===== src/rtl/fpu_req_arbiter_if.sv =====
// Signal bundle between the dispatch requesters, the arbiter and the shared FPU pipeline.
// The arbiter uses the slave modport; the surrounding environment uses the master modport.
interface fpu_req_arbiter_if #(
    parameter int NUM_REQS    = 4,
    parameter int REQ_DATAW   = 256,
    parameter int RSP_DATAW   = 133,
    parameter int TAG_SIZE    = 8,
    parameter int MAX_PENDING = 4,
    parameter int TAG_WIDTH   = (TAG_SIZE > 1) ? $clog2(TAG_SIZE) : 1,
    parameter int CNT_WIDTH   = $clog2(MAX_PENDING + 1)
);
    logic [NUM_REQS-1:0]           req_valid;
    logic [NUM_REQS*REQ_DATAW-1:0] req_data;
    logic [NUM_REQS-1:0]           req_ready;

    logic                          fpu_req_valid;
    logic [REQ_DATAW-1:0]          fpu_req_data;
    logic [TAG_WIDTH-1:0]          fpu_req_tag;
    logic                          fpu_req_ready;

    logic                          fpu_rsp_valid;
    logic [RSP_DATAW-1:0]          fpu_rsp_data;
    logic [TAG_WIDTH-1:0]          fpu_rsp_tag;
    logic                          fpu_rsp_ready;

    logic [NUM_REQS-1:0]           rsp_valid;
    logic [RSP_DATAW-1:0]          rsp_data;
    logic [NUM_REQS-1:0]           rsp_ready;

    logic [NUM_REQS*CNT_WIDTH-1:0] pending_cnt;
    logic                          idle;

    modport slave (
        input  req_valid, req_data,
        output req_ready,
        output fpu_req_valid, fpu_req_data, fpu_req_tag,
        input  fpu_req_ready,
        input  fpu_rsp_valid, fpu_rsp_data, fpu_rsp_tag,
        output fpu_rsp_ready,
        output rsp_valid, rsp_data,
        input  rsp_ready,
        output pending_cnt, idle
    );

    modport master (
        output req_valid, req_data,
        input  req_ready,
        input  fpu_req_valid, fpu_req_data, fpu_req_tag,
        output fpu_req_ready,
        output fpu_rsp_valid, fpu_rsp_data, fpu_rsp_tag,
        input  fpu_rsp_ready,
        input  rsp_valid, rsp_data,
        output rsp_ready,
        input  pending_cnt, idle
    );
endinterface


===== src/rtl/fpu_req_arbiter.sv =====
// Round-robin arbiter sharing one FPU pipeline between NUM_REQS requesters, with tag
// allocation from a free list, a per-requester in-flight cap and tag-based response routing.
module fpu_req_arbiter #(
    parameter int NUM_REQS    = 4,
    parameter int REQ_DATAW   = 256,
    parameter int RSP_DATAW   = 133,
    parameter int TAG_SIZE    = 8,
    parameter int MAX_PENDING = 4,
    parameter int TAG_WIDTH   = (TAG_SIZE > 1) ? $clog2(TAG_SIZE) : 1,
    parameter int CNT_WIDTH   = $clog2(MAX_PENDING + 1)
) (
    input  logic             clk,
    input  logic             reset_n,
    fpu_req_arbiter_if.slave bus
);
    localparam int OWN_WIDTH = (NUM_REQS > 1) ? $clog2(NUM_REQS) : 1;

    typedef logic [OWN_WIDTH-1:0] own_t;
    typedef logic [CNT_WIDTH-1:0] cnt_t;

    logic [TAG_SIZE-1:0]  free_mask;
    logic [TAG_SIZE-1:0]  free_mask_next;
    own_t                 owner [TAG_SIZE];
    own_t                 rr_ptr;
    own_t                 rr_ptr_next;
    cnt_t                 cnt [NUM_REQS];
    cnt_t                 cnt_next [NUM_REQS];

    logic [NUM_REQS-1:0]  eligible;
    logic [NUM_REQS-1:0]  inc;
    logic [NUM_REQS-1:0]  dec;
    logic [NUM_REQS-1:0]  req_ready_w;
    logic [NUM_REQS-1:0]  rsp_valid_w;
    logic [TAG_WIDTH-1:0] alloc_tag;
    own_t                 grant;
    own_t                 cand;
    own_t                 own;
    logic                 found;
    logic                 tag_avail;
    logic                 req_fire;
    logic                 rsp_busy;
    logic                 rsp_fire;

    always_comb begin
        for (int i = 0; i < NUM_REQS; i++) begin
            eligible[i] = bus.req_valid[i] && (cnt[i] < cnt_t'(MAX_PENDING));
        end
    end

    // Descending scan so the lowest free tag is the last one written.
    always_comb begin
        alloc_tag = '0;
        for (int t = TAG_SIZE - 1; t >= 0; t--) begin
            if (free_mask[t]) alloc_tag = TAG_WIDTH'(t);
        end
    end

    always_comb begin
        grant = '0;
        cand  = '0;
        found = 1'b0;
        for (int k = 0; k < NUM_REQS; k++) begin
            cand = own_t'((int'(rr_ptr) + k) % NUM_REQS);
            if (!found && eligible[cand]) begin
                grant = cand;
                found = 1'b1;
            end
        end
    end

    assign tag_avail         = |free_mask;
    assign bus.fpu_req_valid = (|eligible) && tag_avail;
    assign bus.fpu_req_data  = bus.req_data[int'(grant)*REQ_DATAW +: REQ_DATAW];
    assign bus.fpu_req_tag   = alloc_tag;
    assign req_fire          = bus.fpu_req_valid && bus.fpu_req_ready;

    always_comb begin
        req_ready_w = '0;
        if (req_fire) req_ready_w[grant] = 1'b1;
    end
    assign bus.req_ready = req_ready_w;

    // A response carrying a free tag has no owner; it is swallowed without touching state.
    assign own               = owner[bus.fpu_rsp_tag];
    assign rsp_busy          = !free_mask[bus.fpu_rsp_tag];
    assign bus.fpu_rsp_ready = rsp_busy ? bus.rsp_ready[own] : 1'b1;
    assign rsp_fire          = bus.fpu_rsp_valid && rsp_busy && bus.rsp_ready[own];
    assign bus.rsp_data      = bus.fpu_rsp_data;

    always_comb begin
        rsp_valid_w = '0;
        if (bus.fpu_rsp_valid && rsp_busy) rsp_valid_w[own] = 1'b1;
    end
    assign bus.rsp_valid = rsp_valid_w;

    // Allocation uses the registered mask, so a tag freed this cycle only becomes visible next cycle.
    always_comb begin
        free_mask_next = free_mask;
        if (req_fire) free_mask_next[alloc_tag] = 1'b0;
        if (rsp_fire) free_mask_next[bus.fpu_rsp_tag] = 1'b1;
    end

    always_comb begin
        for (int i = 0; i < NUM_REQS; i++) begin
            inc[i]      = req_fire && (grant == own_t'(i));
            dec[i]      = rsp_fire && (own == own_t'(i));
            cnt_next[i] = cnt[i];
            if (inc[i] && !dec[i]) cnt_next[i] = cnt[i] + 1'b1;
            if (dec[i] && !inc[i]) cnt_next[i] = cnt[i] - 1'b1;
        end
    end

    always_comb begin
        rr_ptr_next = rr_ptr;
        if (req_fire) rr_ptr_next = (int'(grant) == NUM_REQS - 1) ? '0 : grant + 1'b1;
    end

    always_ff @(posedge clk) begin
        if (!reset_n) begin
            free_mask <= '1;
            rr_ptr    <= '0;
            for (int i = 0; i < NUM_REQS; i++) cnt[i] <= '0;
        end else begin
            free_mask <= free_mask_next;
            rr_ptr    <= rr_ptr_next;
            for (int i = 0; i < NUM_REQS; i++) cnt[i] <= cnt_next[i];
        end
    end

    always_ff @(posedge clk) begin
        if (req_fire) owner[alloc_tag] <= grant;
    end

    always_comb begin
        bus.pending_cnt = '0;
        for (int i = 0; i < NUM_REQS; i++) bus.pending_cnt[i*CNT_WIDTH +: CNT_WIDTH] = cnt[i];
    end
    assign bus.idle = &free_mask;

    always_ff @(posedge clk) begin
        if (reset_n) begin
            assert (!(bus.fpu_rsp_valid && !rsp_busy));
            for (int i = 0; i < NUM_REQS; i++) begin
                assert (!(inc[i] && !dec[i] && cnt[i] >= cnt_t'(MAX_PENDING)));
                assert (!(dec[i] && !inc[i] && cnt[i] == '0));
            end
        end
    end
endmodule


===== src/flat_wrapper.sv =====
// flat-port wrapper written by rule: the top's interface ports become plain ports
module fpu_req_arbiter_flat 
#(
    parameter int NUM_REQS    = 4,
    parameter int REQ_DATAW   = 256,
    parameter int RSP_DATAW   = 133,
    parameter int TAG_SIZE    = 8,
    parameter int MAX_PENDING = 4,
    parameter int TAG_WIDTH   = (TAG_SIZE > 1) ? $clog2(TAG_SIZE) : 1,
    parameter int CNT_WIDTH   = $clog2(MAX_PENDING + 1)
)
  (clk, reset_n, bus_req_valid, bus_req_data, bus_req_ready, bus_fpu_req_valid, bus_fpu_req_data, bus_fpu_req_tag, bus_fpu_req_ready, bus_fpu_rsp_valid, bus_fpu_rsp_data, bus_fpu_rsp_tag, bus_fpu_rsp_ready, bus_rsp_valid, bus_rsp_data, bus_rsp_ready, bus_pending_cnt, bus_idle);
  fpu_req_arbiter_if #(.NUM_REQS(NUM_REQS), .REQ_DATAW(REQ_DATAW), .RSP_DATAW(RSP_DATAW), .TAG_SIZE(TAG_SIZE), .MAX_PENDING(MAX_PENDING), .TAG_WIDTH(TAG_WIDTH), .CNT_WIDTH(CNT_WIDTH)) bus_i ();
  input  logic clk;
  input  logic reset_n;
  input wire logic [$bits(bus_i.req_valid)-1:0] bus_req_valid;
  input wire logic [$bits(bus_i.req_data)-1:0] bus_req_data;
  output wire logic [$bits(bus_i.req_ready)-1:0] bus_req_ready;
  output wire logic [$bits(bus_i.fpu_req_valid)-1:0] bus_fpu_req_valid;
  output wire logic [$bits(bus_i.fpu_req_data)-1:0] bus_fpu_req_data;
  output wire logic [$bits(bus_i.fpu_req_tag)-1:0] bus_fpu_req_tag;
  input wire logic [$bits(bus_i.fpu_req_ready)-1:0] bus_fpu_req_ready;
  input wire logic [$bits(bus_i.fpu_rsp_valid)-1:0] bus_fpu_rsp_valid;
  input wire logic [$bits(bus_i.fpu_rsp_data)-1:0] bus_fpu_rsp_data;
  input wire logic [$bits(bus_i.fpu_rsp_tag)-1:0] bus_fpu_rsp_tag;
  output wire logic [$bits(bus_i.fpu_rsp_ready)-1:0] bus_fpu_rsp_ready;
  output wire logic [$bits(bus_i.rsp_valid)-1:0] bus_rsp_valid;
  output wire logic [$bits(bus_i.rsp_data)-1:0] bus_rsp_data;
  input wire logic [$bits(bus_i.rsp_ready)-1:0] bus_rsp_ready;
  output wire logic [$bits(bus_i.pending_cnt)-1:0] bus_pending_cnt;
  output wire logic [$bits(bus_i.idle)-1:0] bus_idle;
  assign bus_i.req_valid = bus_req_valid;
  assign bus_i.req_data = bus_req_data;
  assign bus_req_ready = bus_i.req_ready;
  assign bus_fpu_req_valid = bus_i.fpu_req_valid;
  assign bus_fpu_req_data = bus_i.fpu_req_data;
  assign bus_fpu_req_tag = bus_i.fpu_req_tag;
  assign bus_i.fpu_req_ready = bus_fpu_req_ready;
  assign bus_i.fpu_rsp_valid = bus_fpu_rsp_valid;
  assign bus_i.fpu_rsp_data = bus_fpu_rsp_data;
  assign bus_i.fpu_rsp_tag = bus_fpu_rsp_tag;
  assign bus_fpu_rsp_ready = bus_i.fpu_rsp_ready;
  assign bus_rsp_valid = bus_i.rsp_valid;
  assign bus_rsp_data = bus_i.rsp_data;
  assign bus_i.rsp_ready = bus_rsp_ready;
  assign bus_pending_cnt = bus_i.pending_cnt;
  assign bus_idle = bus_i.idle;
  fpu_req_arbiter #(.NUM_REQS(NUM_REQS), .REQ_DATAW(REQ_DATAW), .RSP_DATAW(RSP_DATAW), .TAG_SIZE(TAG_SIZE), .MAX_PENDING(MAX_PENDING), .TAG_WIDTH(TAG_WIDTH), .CNT_WIDTH(CNT_WIDTH)) u_core (.clk(clk), .reset_n(reset_n), .bus(bus_i));
endmodule

===== config.mk =====
export PLATFORM = sky130hd
export DESIGN_NAME = fpu_req_arbiter_flat
export DESIGN_NICKNAME = d
export VERILOG_FILES = /design/src/rtl/fpu_req_arbiter_if.sv /design/src/rtl/fpu_req_arbiter.sv /design/src/flat_wrapper.sv
export SDC_FILE = /design/constraint.sdc
export NUM_CORES = 1
export LEC_CHECK = 0
export ABC_AREA = 1
export BUFFER_PORTS_ARGS = -buffer_cell sky130_fd_sc_hd__buf_2
export CAP_MARGIN = 25
export CORE_AREA = 2 2 621 623
export CTS_CLUSTER_DIAMETER = 40
export DETAILED_ROUTE_END_ITERATION = 12
export DIE_AREA = 0 0 623 625
export PLACE_DENSITY_LB_ADDON = 0.08
export SLEW_MARGIN = 5
export SYNTH_ARGS = -nofsm -noshare
export SYNTH_HDL_FRONTEND = slang
export SYNTH_SLANG_ARGS = --single-unit
export TNS_END_PERCENT = 5

===== constraint.sdc =====
create_clock -name clk -period 7.7 [get_ports clk]
set_clock_uncertainty 0.2 [all_clocks]
set_input_delay 0.385 -clock clk [delete_from_list [all_inputs] [get_ports clk]]
set_output_delay 0.385 -clock clk [all_outputs]
set_load 0.02 [all_outputs]

==> impl_metrics.tcl, run 1 <==
set metrics [dict create \
    cp-end-kind "primary output" \
    ys.flop_type "dfxtp_1" \
    crit_required_ns 7.11 \
    path_max_fanout 71 \
    drt-total-wl_um 237000 \
    combPwrFrac 0.967 \
    gr-total-overflow 0 \
    htree_num_levels 2 \
    vdd_ir_drop_max_mv 0.465 \
    yosys-top-cells-count "nand2_1, nand3_1, inv_1" \
    insertion_delay_ns 0.30 \
    syn2layout_area_growth_pct 77.0 \
    arrival_ns 4.79 \
    drc 0 \
    ys_ff_latch 38 \
    timing.final.crit_share 0.698 \
    synth_most_common_cell "nand2_1" \
    hold_viol_final 0 \
    status "finished with violations" \
    ios 1587 \
    p_clk_frac 0.015 \
    ys_top_cells_by_area "nand2_1, nand3_1, nand3b_1" \
    cts.repair.resized 0 \
    die_x_um 623 \
    maxSlewViolCount 61 \
    swShare 0.749 \
    numClockSinks 38 \
    final_antenna_net_count 0 \
    grt_usage 0.116 \
    gp_congestion 0.865 \
    vias 24600 \
    ys_seq_area_frac 0.0621 \
    finalSetupTns_ns 0 \
    synthesis.area_mm2 0.0148 \
    worst_slack_ns 2.33 \
    intPower_uw 3850 \
    nets 5192 \
    tightest_slew_ns 1.71 \
    fill_cells 46200 \
    failed_checks "max-slew violations" \
    cts.hold.buffers_added 0 \
    hpwl_um 207000 \
    via_per_inst 2.70 \
    min_path_type "in -> reg" \
    pwr-share-seq 0.018 \
    port_buffers 1320 \
    post-place-ws_ns 2.75 \
    die_y_um 625 \
    p_switching_uw 11500 \
    slew_headroom -0.143 \
    drt_pass1_iterations 6 \
    ys_types 27 \
    cts_tree "done" \
    synth_top_area_share 0.350 \
    synth.net_count 4202 \
    crit_path_start_kind "register" \
    clockBufferDepth 2 \
    leakagePower_uw 0.0136 \
    synthArstFlopShare 0 \
    drive_gt1_frac 0.340 \
    core-area_mm2 0.384 \
    grt_max_degree 132 \
    fin_crit_ns 5.37 \
    num_rows 228 \
    dp_cells 9064 \
    synth_largest_area_cell "nand2_1" \
    post_cts_buffers 0 \
    routedWlPerCell_um 26.0 \
    rsz0062_at_grt "no" \
    cts_inserted_buffers 5 \
    setup_viol 0 \
    maxCapViolCount 0 \
    crit_type "reg -> out" \
    synth_edf_count 16 \
    yosys_warnings 0 \
    first_iter_violations 1171 \
    fmax_mhz 186 \
    cts_root_buf "clkbuf_16" \
    finalNonFillerCells 9126 \
    antenna_found_initial 280 \
    clk_pin_slew_ns 0.07 \
    initial_utilization 0.0386 \
    first_global_vias 24800 \
    power_density_mw_per_mm2 584 \
    dieArea_mm2 0.389 \
    avgSynthCellArea_um2 4.91 \
    power_uw 15300 \
    grt_pass1_wl_um 291000 \
    syn_inst 3021 \
]
[flip-flops by register name (all words and copies together), names as in the netlist]
signal / cells
u_core.cnt: 12
u_core.free_mask: 8
u_core.owner: 16
u_core.rr_ptr: 2
[logic make-up after synthesis]
logic type | synth area share
and+or+nand+nor | 0.684
buffers and inverters | 0.228
AOI/OAI and AO/OA | 0.0161
DFF | 0.0621
adders and majority gates | 0.00962
[worst max-delay path, stage by stage, from the launching register on]
cell and delay, ns:
dfxtp_1 0.59, inv_2 0.13, nand3_1 0.12, nand2_1 0.08, nand2_1 0.10, nand2_1 0.07, nor2_1 0.17, nand2_1 0.16
nand2_8 0.35, buf_4 0.73, buf_4 0.83, nand3b_1 0.14, nand3_1 0.41, nand2_1 0.11, buf_2 0.18
[through the flow]
step / hold slack, ns / util / area (µm²)
global route: 0.292 / 0.0682 / 26200
finish: 0.271 / 0.0684 / 26200
CTS: 0.277 / 0.0681 / 26100
floorplan: 0.305 / - / 14800
global placement: 0.326 / 0.0676 / 25900
detailed placement: 0.323 / 0.0677 / 26000
[area by class of cell]
class | instances | area [µm²] | area share
antenna | 54 | 135 | 0.00515
clock buffer | 5 | 125 | 0.00477
clock inverter | 3 | 16.3 | 0.000620
inverter | 314 | 1190 | 0.0452
multi-input combinational | 2304 | 10600 | 0.403
sequential | 38 | 921 | 0.0351
tap | 5060 | 6330 | 0.241
timing repair buffer | 1348 | 6950 | 0.265
[per-layer routing]
layer | track usage | up-vias | part of all wire
li1 | - | 11400 | -
met1 | 0.121 | 11500 | 0.36
met2 | 0.208 | 1188 | 0.50
met3 | 0.0576 | 480 | 0.11
met4 | 0.0195 | 136 | 0.025
met5 | 0.00617 | - | 0.0049
[power groups by stage]
stage / logic [µW] / registers (µW) / clock network, µW
finish: 14800 / 280 / 224
global route: 16200 / 284 / 241
CTS: 15600 / 281 / 240
detailed placement: 15600 / 285 / 0
global placement: 15600 / 286 / 0
floorplan: 8330 / 289 / 0
[path summary, 6_finish.rpt]
kind	cells after the start	end	start	slack, ns
worst max register to register	18	u_core.cnt[1][2]	u_core.rr_ptr[0]	3.31
worst max-delay path	14	bus_fpu_req_data[87]	u_core.rr_ptr[0]	2.33
worst min-delay path	3	u_core.cnt[2][0]	reset_n	0.27
worst min register to register	2	u_core.cnt[2][1]	u_core.cnt[2][1]	0.33
[layout by cell type (no fill, tap or decap)]
master,instances
nand2_1,1384
buf_2,1320
nand3_1,537
inv_1,310
nand3b_1,257
diode_2,54
nor2_1,40
a21oi_1,23
dfxtp_1,22
buf_4,18
edfxtp_1,16
o21ai_0,15
nand4_1,14
nor3_1,10
buf_12,9
ha_1,5
clkbuf_16,5
fa_1,4
nand2_8,3
nor4_1,3
inv_2,2
a31oi_1,2
clkinv_1,2
o22ai_1,2
o31ai_1,2
nand3_4,1
inv_8,1
nor2_2,1
o31a_1,1
clkinv_2,1
clkinvlp_4,1
buf_16,1
Note: power is estimated with default switching activity, not from simulation.
==> inputs of run 2 (changes only) <==
CORE_AREA = 2 2 619 621   (was 2 2 621 623)
DIE_AREA = 0 0 621 623   (was 0 0 623 625)
clock period = 5.12 ns   (was 7.7 ns; I/O delays follow)
==> impl_metrics.tcl, run 2 (synthesis gave the netlist of run 1 again) <==
set metrics [dict create \
    initial_utilization 0.0390 \
    drt_pass1_iterations 5 \
    reg_top3 "u_core.owner x16, u_core.cnt x12, u_core.free_mask x8" \
    grt_pass1_wl_um 290000 \
    power_density_mw_per_mm2 887 \
    ios 1587 \
    syn2layout_area_growth_pct 79.5 \
    tightest_slew_ns 1.01 \
    drive_gt1_frac 0.346 \
    clk_pin_slew_ns 0.07 \
    via_per_inst 2.68 \
    leakagePower_uw 0.0138 \
    grt_max_degree 119 \
    min_path_type "in -> reg" \
    r2r-start "u_core.rr_ptr[0]" \
    largest_reg_flops 16 \
    first_iter_violations 1365 \
    cpLargestDelayFamily "simple AND/OR/NAND/NOR gates" \
    port_buffers 1320 \
    dieArea_mm2 0.387 \
    post-place-ws_ns 1.01 \
    cp-end-kind "primary output" \
    finalSetupTns_ns 0 \
    antenna_found_initial 260 \
    first_global_vias 25000 \
    drc 0 \
    fmax_mhz 234 \
    r2r-end "u_core.cnt[0][2]" \
    final_common_cell "nand2_1" \
    routedWlPerCell_um 25.6 \
    timing.final.crit_share 0.834 \
    grt_usage 0.115 \
    setup_viol 0 \
    clockBufferDepth 2 \
    cts.hold.buffers_added 0 \
    finish.utilization 0.0700 \
    num_rows 227 \
    fin_crit_ns 4.27 \
    path_depth 13 \
    worst_slack_ns 0.849 \
    arrival_ns 3.82 \
    gr-total-overflow 0 \
    cpPeakStageDelay_ns 0.58 \
    cts_root_buf "clkbuf_16" \
    hold_viol_final 0 \
    critPathSlowestCell "dfxtp_1" \
    maxSlewViolCount 0 \
    insertion_delay_ns 0.30 \
    r2r_setup_slack_ns 1.19 \
    slew_headroom 0.327 \
    die_y_um 623 \
    crit_top_cell "nand2_1" \
    die_x_um 621 \
    status "finished clean" \
    rsz0062_at_grt "no" \
    crit_type "reg -> out" \
    hpwl_um 207000 \
    crit_required_ns 4.66 \
    vias 24500 \
    cp-endpoint "bus_fpu_req_data[111]" \
    final_cell_mix "nand2_1, buf_2, nand3_1" \
    post_cts_buffers 0 \
    worstRegToRegCells 19 \
    maxCapViolCount 0 \
    crit_start "u_core.rr_ptr[0]" \
    path_buf_inv 4 \
    regMostFlops "u_core.owner" \
    gp_congestion 0.825 \
    crit_path_start_kind "register" \
    cts_inserted_buffers 5 \
    cts.repair.resized 0 \
    final_antenna_net_count 0 \
    cts_tree "done" \
    numClockSinks 38 \
    path_cells "inv_2 -> nand3_1 -> nand2_1 -> nand2_1 -> nand2_1 -> nor2_1 -> nand3_1 -> nand2_8 -> buf_12 -> buf_4 -> nand3_1 -> nand2_1 -> buf_2" \
    nets 5228 \
    drt-total-wl_um 233000 \
    htree_num_levels 2 \
    core-area_mm2 0.381 \
    path_max_fanout 52 \
    vdd_ir_drop_max_mv 0.509 \
]
-- run 2: cell types whose count changed in the layout (fill, tap and decap cells not counted), moves of 2 or more --
| cell | previous run | this run |
|---|---|---|
| bufinv_16 | 0 | 2 |
| buf_12 | 9 | 19 |
| diode_2 | 54 | 46 |
| buf_4 | 18 | 44 |
-- run 2: power by group --
part	internal [µW]	switching, µW	total (µW)
Clock	281	157	438
Combinational	5590	17200	22800
Sequential	389	35.1	424
Total	6260	17400	23600
-- run 2: worst min path at each step --
stage / from / endpoint / cells after the start
final: reset_n / u_core.cnt[2][2] / 3
after global routing: reset_n / u_core.cnt[2][0] / 3
after CTS: reset_n / u_core.cnt[2][2] / 3
after detailed placement: bus_fpu_rsp_data[104] / bus_rsp_data[104] / 0
after global placement: bus_fpu_rsp_data[104] / bus_rsp_data[104] / 0
after floorplan: reset_n / u_core.cnt[0][0] / 2
-- run 2: per-stage QoR --
stage                     cell area, µm²  cells  total power (µW)  hold slack, ns
after floorplan                    14800   3021             13000           0.194
after global placement             26300   9077             24600           0.312
after detailed placement           26300   9078             24500           0.312
after CTS                          26500   9086             25000           0.131
after global routing               26500   9095             26000           0.147
final                              26600   9132             23600           0.123
-- run 2: tightest hold or removal path: stages --
cell and delay [ns]:
buf_2 0.18, o21ai_0 0.10, a21oi_1 0.04
-- run 2: area by class of cell --
| cell class | count | area [µm²] |
|---|---|---|
| sequential | 38 | 921 |
| clock inverter | 3 | 68.8 |
| timing repair buffer | 1384 | 7320 |
| inverter | 314 | 1190 |
| antenna | 46 | 115 |
| tap | 5038 | 6300 |
| multi-input combinational | 2304 | 10600 |
| clock buffer | 5 | 125 |
| fill | 45900 | 354000 |
-- run 2: routing by layer --
layer,track usage,up-vias,wire [µm]
li1,-,11400,-
met1,0.121,11200,84500
met2,0.209,1218,117000
met3,0.0562,494,25800
met4,0.0176,122,5130
met5,0.00803,-,1220
